File: src/rtl/request_output_pkg.sv
// request_output_pkg: shared output-word layout and default tag constants
package request_output_pkg;
   localparam int DEF_TAG_W    = 32;
   localparam int DEF_TAG_BASE = 1;
   localparam int DEF_DATA_W   = 32;
   typedef struct packed {
      logic [DEF_TAG_W-1:0]  tag;
      logic [DEF_DATA_W-1:0] data;
   } out_word_t;
endpackage

File: src/rtl/request_output_fifo.sv
// request_output_fifo: power-of-2 circular buffer with occupancy count
module request_output_fifo
   import request_output_pkg::*;
#(
   parameter int W     = DEF_TAG_W + DEF_DATA_W,
   parameter int DEPTH = 4
) (
   input  logic                      CLK,
   input  logic                      nRST,
   input  logic                      push,
   input  logic                      pop,
   input  logic [W-1:0]              din,
   output logic [W-1:0]              dout,
   output logic                      full,
   output logic                      empty,
   output logic [$clog2(DEPTH):0]    count
);
   localparam int AW = $clog2(DEPTH);
   logic [W-1:0]  mem [DEPTH];
   logic [AW-1:0] head, tail;
   logic          do_push, do_pop;
   assign full    = count == (AW+1)'(DEPTH);
   assign empty   = count == '0;
   assign do_push = push && !full;
   assign do_pop  = pop && !empty;
   assign dout    = mem[head];
   always_ff @(posedge CLK or negedge nRST) begin
      if (!nRST) begin
         head  <= '0;
         tail  <= '0;
         count <= '0;
      end else begin
         if (do_push) tail <= tail + 1'b1;
         if (do_pop) head <= head + 1'b1;
         count <= count + {{AW{1'b0}}, do_push} - {{AW{1'b0}}, do_pop};
      end
   end
   // storage is deliberately unreset; occupancy alone decides what is valid
   always_ff @(posedge CLK) begin
      if (do_push) mem[tail] <= din;
   end
endmodule

File: src/rtl/request_output_arb.sv
// request_output_arb: round-robin arbiter tagging channel payloads into an output buffer
module request_output_arb
   import request_output_pkg::*;
#(
   parameter int NCHAN    = 2,
   parameter int DATA_W   = 32,
   parameter int TAG_W    = DEF_TAG_W,
   parameter int DEPTH    = 4,
   parameter int TAG_BASE = DEF_TAG_BASE
) (
   input  logic                      CLK,
   input  logic                      nRST,
   input  logic [NCHAN-1:0]          request_ENA,
   input  logic [NCHAN*DATA_W-1:0]   request_v,
   output logic [NCHAN-1:0]          request_RDY,
   output logic                      pipe_enq__ENA,
   output logic [TAG_W+DATA_W-1:0]   pipe_enq_v,
   input  logic                      pipe_enq__RDY,
   output logic [$clog2(DEPTH):0]    count
);
   localparam int RW = NCHAN > 1 ? $clog2(NCHAN) : 1;
   logic [RW-1:0]           rr, rr_nxt;
   logic [NCHAN-1:0]        rot, rdy_rot;
   logic                    full, empty, seen, accept;
   logic [DATA_W-1:0]       pay;
   logic [TAG_W+DATA_W-1:0] din;
   int                      pk, gi;
   // rotate so that position 0 is the channel at rr, then rotate readiness back
   always_comb begin
      rot     = NCHAN'({request_ENA, request_ENA} >> rr);
      rdy_rot = '0;
      seen    = 1'b0;
      pk      = 0;
      for (int k = 0; k < NCHAN; k++) begin
         rdy_rot[k] = !full && !seen;
         if (rot[k] && !seen) pk = k;
         seen = seen | rot[k];
      end
      request_RDY = NCHAN'(({rdy_rot, rdy_rot} << rr) >> NCHAN);
      accept      = seen && !full;
      gi          = int'(rr) + pk >= NCHAN ? int'(rr) + pk - NCHAN : int'(rr) + pk;
      rr_nxt      = gi + 1 == NCHAN ? '0 : RW'(gi + 1);
      pay         = DATA_W'(request_v >> (gi * DATA_W));
      din         = {TAG_W'(TAG_BASE + gi), pay};
   end
   always_ff @(posedge CLK or negedge nRST) begin
      if (!nRST) rr <= '0;
      else if (accept) rr <= rr_nxt;
   end
   assign pipe_enq__ENA = !empty;
   request_output_fifo #(.W(TAG_W + DATA_W), .DEPTH(DEPTH)) u_fifo (
      .CLK   (CLK),
      .nRST  (nRST),
      .push  (accept),
      .pop   (pipe_enq__RDY),
      .din   (din),
      .dout  (pipe_enq_v),
      .full  (full),
      .empty (empty),
      .count (count)
   );
endmodule

File: config.mk
export PLATFORM = sky130hd
export DESIGN_NAME = request_output_arb
export DESIGN_NICKNAME = d
export VERILOG_FILES = /design/src/rtl/request_output_pkg.sv /design/src/rtl/request_output_fifo.sv /design/src/rtl/request_output_arb.sv
export SDC_FILE = /design/constraint.sdc
export NUM_CORES = 1
export LEC_CHECK = 0
export CORE_ASPECT_RATIO = 1.1
export CORE_MARGIN = 3
export CORE_UTILIZATION = 52
export DETAILED_ROUTE_END_ITERATION = 10
export PLACE_DENSITY = 0.82
export SLEW_MARGIN = 10
export SYNTH_ARGS = -nofsm -noshare
export SYNTH_HDL_FRONTEND = slang
export SYNTH_SLANG_ARGS = --single-unit
File: constraint.sdc
create_clock -name CLK -period 3.48 [get_ports CLK]
set_input_delay 0.87 -clock CLK [delete_from_list [all_inputs] [get_ports CLK]]
set_output_delay 0.87 -clock CLK [all_outputs]
set_load 0.02 [all_outputs]
==> results of run 1 <==
-- cell usage in the layout, fill, tap and decap left out, types with 2 or more instances in the layout --
master and n:
edfxtp_1 144, clkdlybuf4s50_1 138, mux4_2 36, mux2_2 32
clkbuf_16 17, buf_4 9, inv_1 8, ha_1 7
dfrtp_1 6, clkinv_2 5, and2_2 4, xnor2_1 4
bufinv_16 4, buf_12 4, clkinv_4 3, a21oi_1 2
nor3b_1 2, clkbuf_1 2, dfrtp_2 2
-- power by group --
part | switching [mW] | internal (mW) | leakage, nW | total, mW
Sequential | 0.219 | 2.95 | 1.42 | 3.17
Clock | 0.671 | 1.19 | 0.300 | 1.87
Combinational | 2.23 | 2.13 | 1.15 | 4.37
-- layout make-up --
| type | instances | area (µm²) |
|---|---|---|
| flip-flops and latches | 152 | 4527 |
| inverters | 8 | 30.03 |
| clock inverters | 13 | 178.9 |
| multi-input cells | 101 | 1475 |
| clock buffers | 19 | 432.9 |
| fillers | 697 | 3336 |
| repair buffers | 151 | 1529 |
| well taps | 150 | 187.7 |
-- routing by layer --
layer,GRT usage,part of all wire
met1,0.2357,0.39
met2,0.3303,0.55
met3,0.04620,0.054
met4,0.06616,0.013
met5,0,0
-- kinds of logic (layout without fill, tap and decap cells) --
kind of cell | after synthesis | in the layout | synth area share
xor gates and xnor gates | 5 | 5 | 0.006917
adders and majority gates | 9 | 9 | 0.01897
AOI/OAI and AO/OA | 3 | 3 | 0.002371
buffers and inverters | 48 | 191 | 0.05356
and+or+nand+nor | 14 | 14 | 0.01522
DFF | 152 | 152 | 0.7146
muxes | 70 | 70 | 0.1883
-- critical path, cell delays in order, from the launching register on --
cell and delay [ns]:
dfrtp_2 0.40, buf_4 0.46, mux4_2 0.58, clkdlybuf4s50_1 0.60
-- through the flow --
step                      hold slack [ns]  setup WS, ns  std cells
after CTS                          0.5291       0.08579        594
after global routing               0.5492      0.005766        594
after floorplan                    0.5116        0.9546        301
after detailed placement           0.5081        0.2882        562
final                              0.5243        0.1487        594
after global placement             0.4951        0.3573        562
-- registers in the layout (all words and copies together), names as in the netlist --
register / cells
u_fifo.mem: 144
u_fifo.tail: 2
u_fifo.head: 2
rr: 1
u_fifo.count: 3
-- worst max path at each step --
stage / slack (ns) / endpoint
global route: 0.006 / pipe_enq_v[33]
CTS: 0.09 / pipe_enq_v[33]
floorplan: 0.95 / pipe_enq_v[36]
detailed placement: 0.29 / u_fifo.mem[3][22]$_DFFE_PP_
finish: 0.15 / pipe_enq_v[33]
global placement: 0.36 / u_fifo.mem[0][13]$_DFFE_PP_
==> flow_summary.toml, run 1 <==
[logic_synthesis]
yosys-top-cells-area = "edfxtp_1 (68%), mux4_2 (13%), mux2_2 (5.7%)"
syn_inst = 301
synth.top_cells.by_count = "edfxtp_1 (144), mux4_2 (36), mux2_2 (32)"
synthArstFlopShare = 0.05263
synth_top_area_share = 0.6830
synth.cell_area_mm2 = 0.006331
synth.distinct_cells = 27
synth_nets = 379
synth-edff-count = 144
avgSynthCellArea_um2 = 21.03
synth_seq_area_share = 0.7146
yosysTopAreaCell = "edfxtp_1"
yosysMostFrequentCell = "edfxtp_1"
synthFlopType = "edfxtp_1"
yosysWarnings = 0
ys_seq_elements = 152

[route]
drtPass1Iterations = 4
vias = 3195
avgViaCountPerCell = 5.379
ant_nets = 0
wl_mm = 12.14
drt_iter0_drc = 123
route.detailed.drc = 0
routedWlPerCell_um = 20.43

[global_route]
grt.total_usage = 0.1900
grt_max_degree = 30
grt_first_pass_wirelength_mm = 19.13
grt_remaining_overflow = 0
grt_antenna_before_repair = 0
grt_pass1_vias = 3403

[place]
gp_congestion = 0.7346
port_buffers = 138
dp_hpwl_mm = 8.158
postPlaceCellArea_mm2 = 0.007749

[min_path]
min_to = "u_fifo.count[2]$_DFF_PN0_"
min_from = "u_fifo.count[2]$_DFF_PN0_"
hp-class = "reg2reg"
worstHoldPathCells = 1

[critical_path]
end_kind = "output port"
crit_type = "reg2out"
crit_fanout = 25
cp_data_arrival_time_ns = 2.46
startpoint = "u_fifo.head[0]$_DFFE_PN0P_"
ff2ff_path_depth = 9
start_kind = "register"
cp.required_ns = 2.61
r2r-end = "u_fifo.count[2]$_DFF_PN0_"
regToRegStartpoint = "u_fifo.count[0]$_DFF_PN0_"
ff2ff_setup_slack_ns = 1.14

[cts]
worstSkewPairLatency_ns = 0.41
htreeDepth = 4
numCtsBuffers = 17
postCtsHoldBufs = 0
cts_tree = "yes"
clkTransAtPathRegs_ns = 0.06
clock_sinks = 152
cts_resized = 0
post_cts_buffers = 0
cts_buffer_depth = 2
root_buffer = "clkbuf_16"

[power]
ir_drop_uv = 790.2
leakagePower_nw = 2.873
power_per_cell_area_mw_per_mm2 = 1125
p_total_mw = 9.406

[sta]
hold_viol = 0
fmax_mhz = 300.2
grt_setup_unrepaired = "no"
fin_crit_ns = 3.331
tightest_slew_ns = 0.5027
relSlewSlack = 0.6648
finClkSkew_ns = 0.006582
finalSetupViolCount = 0
fin_tns_setup_ns = 0
fin_crit_sh = 0.9573
slew_violations = 0

[cells_and_area]
post-route-util = 0.7148
final_nets = 509
antenna_cells = 0
area_growth_pct = 32.06
drive_above_1_share = 0.2725
stdcell_area_mm2 = 0.008361

[run_status]
status = "finished, final reports clean"

[floorplan]
die_w_um = 111.2
die-area_mm2 = 0.01354
start_util = 0.5413
core-area_mm2 = 0.01170
ios = 139
placementRows = 41
die_h_um = 121.7

[job]
maxCapViolCount = 0
Power figures use the tool's default switching activity.
==> inputs of run 2 (changes only) <==
- CORE_UTILIZATION: 52 -> 51
- PLACE_DENSITY: 0.82 -> 0.8
- clock period: 3.48 -> 3.2 ns (I/O delays scaled with it)
==> run 2 against run 1 <==
  * Sequential cell count unchanged
  * Sequential share of layout area shrank 0.13 points
  * Final area grew 0.24%
  * Non-clock buffer count shrank 3
  * First-iteration DRC count is 33% higher
  * Power up 8.4%
  * Clock power grew 4%
  * Sequential power rose by 10%
==> flow_summary.toml, run 2 (synthesis gave the netlist of run 1 again) <==
[run_status]
status = "finished, final reports clean"

[place]
pre_cts_ws_ns = 0.2433
dp_hpwl_mm = 7.602
gp_congestion = 0.6893
port_buffers = 138

[floorplan]
die-area_mm2 = 0.01379
die_w_um = 112.2
core-area_mm2 = 0.01209
placementRows = 42
start_util = 0.5238
die_h_um = 122.9
ios = 139

[sta]
relSlewSlack = 0.6980
fmax_mhz = 319.2
fin_crit_sh = 0.9789
grt_setup_unrepaired = "yes"
fin_ws_ns = 0.06759
finalSetupViolCount = 0
hold_viol = 0
finClkSkew_ns = 0.005496
slew_violations = 0
tightest_slew_ns = 0.4529
fin_crit_ns = 3.132

[cts]
postCtsHoldBufs = 0
cts_tree = "yes"
clock_sinks = 152
post_cts_buffers = 0
numCtsBuffers = 17
root_buffer = "clkbuf_16"
htreeDepth = 4
clkTransAtPathRegs_ns = 0.06
worstSkewPairLatency_ns = 0.41
cts_buffer_depth = 2
cts_resized = 0

[critical_path]
crit_fanout = 14
crit_type = "reg2out"
crit_slowest_cell = "mux4_1"
cpPeakStageDelay_ns = 0.80
end_kind = "output port"
cp_data_arrival_time_ns = 2.33
crit_chain = "mux4_1 -> clkdlybuf4s50_1"
start_kind = "register"
cp.required_ns = 2.40

[global_route]
grt.total_usage = 0.1796
grt_max_degree = 30
grt_pass1_vias = 3290
grt_antenna_before_repair = 0
grt_first_pass_wirelength_mm = 18.35
grt_remaining_overflow = 0

[cells_and_area]
drive_above_1_share = 0.2624
largest-register = "u_fifo.mem"
antenna_cells = 0
final_nets = 507
final_cell_mix = "edfxtp_1 (144), clkdlybuf4s50_1 (138), mux4_2 (36), mux2_2 (32), clkbuf_16 (17)"
post-route-util = 0.6934
area_growth_pct = 32.37
top_regs = "u_fifo.mem: 144 flops, u_fifo.count: 3 flops"
largest_reg_flops = 144
layout_commonest_cell = "edfxtp_1"

[job]
maxCapViolCount = 0

[min_path]
hp-class = "reg2reg"

[route]
drt_iter0_drc = 163
wl_mm = 12.21
ant_nets = 0
vias = 3232
drtPass1Iterations = 4
routedWlPerCell_um = 20.49
avgViaCountPerCell = 5.423
route.detailed.drc = 0

[power]
ir_drop_uv = 809.3
leakagePower_nw = 2.857
power_per_cell_area_mw_per_mm2 = 1217
-- run 2: changes by cell type in the layout (fill, tap and decap cells not counted), sizes merged --
cell      previous run  this run
mux4                36        37
clkinvlp             1         3
clkinv               8         7
buf                 13        10
clkbuf              19        18
bufinv               4         3
inv                  8         9
-- run 2: layout make-up --
| class | instances | area, µm² |
|---|---|---|
| Timing Repair Buffer | 148 | 1544 |
| Clock inverter | 14 | 156.4 |
| Inverter | 8 | 30.03 |
| Sequential cell | 152 | 4527 |
| Clock buffer | 18 | 429.2 |
| Fill cell | 805 | 3706 |
| Tap cell | 154 | 192.7 |
| Multi-Input combinational cell | 102 | 1501 |
-- run 2: path summary, 6_finish.rpt --
path                                               to                  startpoint  slack, ns  cells after the start
max                                    pipe_enq_v[37]  u_fifo.head[0]$_DFFE_PN0P_       0.07                      2
min                         u_fifo.count[2]$_DFF_PN0_   u_fifo.count[2]$_DFF_PN0_       0.52                      1
max reg2reg                 u_fifo.count[2]$_DFF_PN0_   u_fifo.count[1]$_DFF_PN0_       0.80                      9
min reg2reg                 u_fifo.count[2]$_DFF_PN0_   u_fifo.count[2]$_DFF_PN0_       0.52                      1
max in group asynchronous  u_fifo.head[0]$_DFFE_PN0P_                        nRST       2.25                      1
min in group asynchronous   u_fifo.count[0]$_DFF_PN0_                        nRST       0.66                      1
-- run 2: per-layer routing --
metal,vias up,track usage,part of all wire
li1,1441,-,-
met1,1652,0.2252,0.39
met2,130,0.3092,0.54
met3,9,0.04290,0.055
met4,0,0.06311,0.0079
met5,-,0,0
-- run 2: report_power, final --
group          switching [mW]  leakage, nW  internal [mW]
sequential              0.276         1.42           3.21
clock                   0.720        0.279           1.21
combinational            2.42         1.16           2.35
total                    3.42         2.86           6.78
-- run 2: worst max-delay path, delay by kind of cell, from the launching register on --
kind | cells | cell delay (ns)
mux | 1 | 0.80
buf+inv | 1 | 0.62
flops | 1 | 0.50
-- run 2: through the flow --
step	hold slack [ns]	setup TNS, ns	area, µm²	power, mW	std cells
4_1_cts	0.5234	0	8354	10.28	595
3_3_place_gp	0.4923	0	7769	8.213	563
6_report	0.5206	0	8381	10.20	596
2_1_floorplan	0.5044	0	6331	6.603	301
3_5_place_dp	0.5111	0	7769	8.324	563
5_1_grt	0.5536	-0.2426	8381	10.69	596
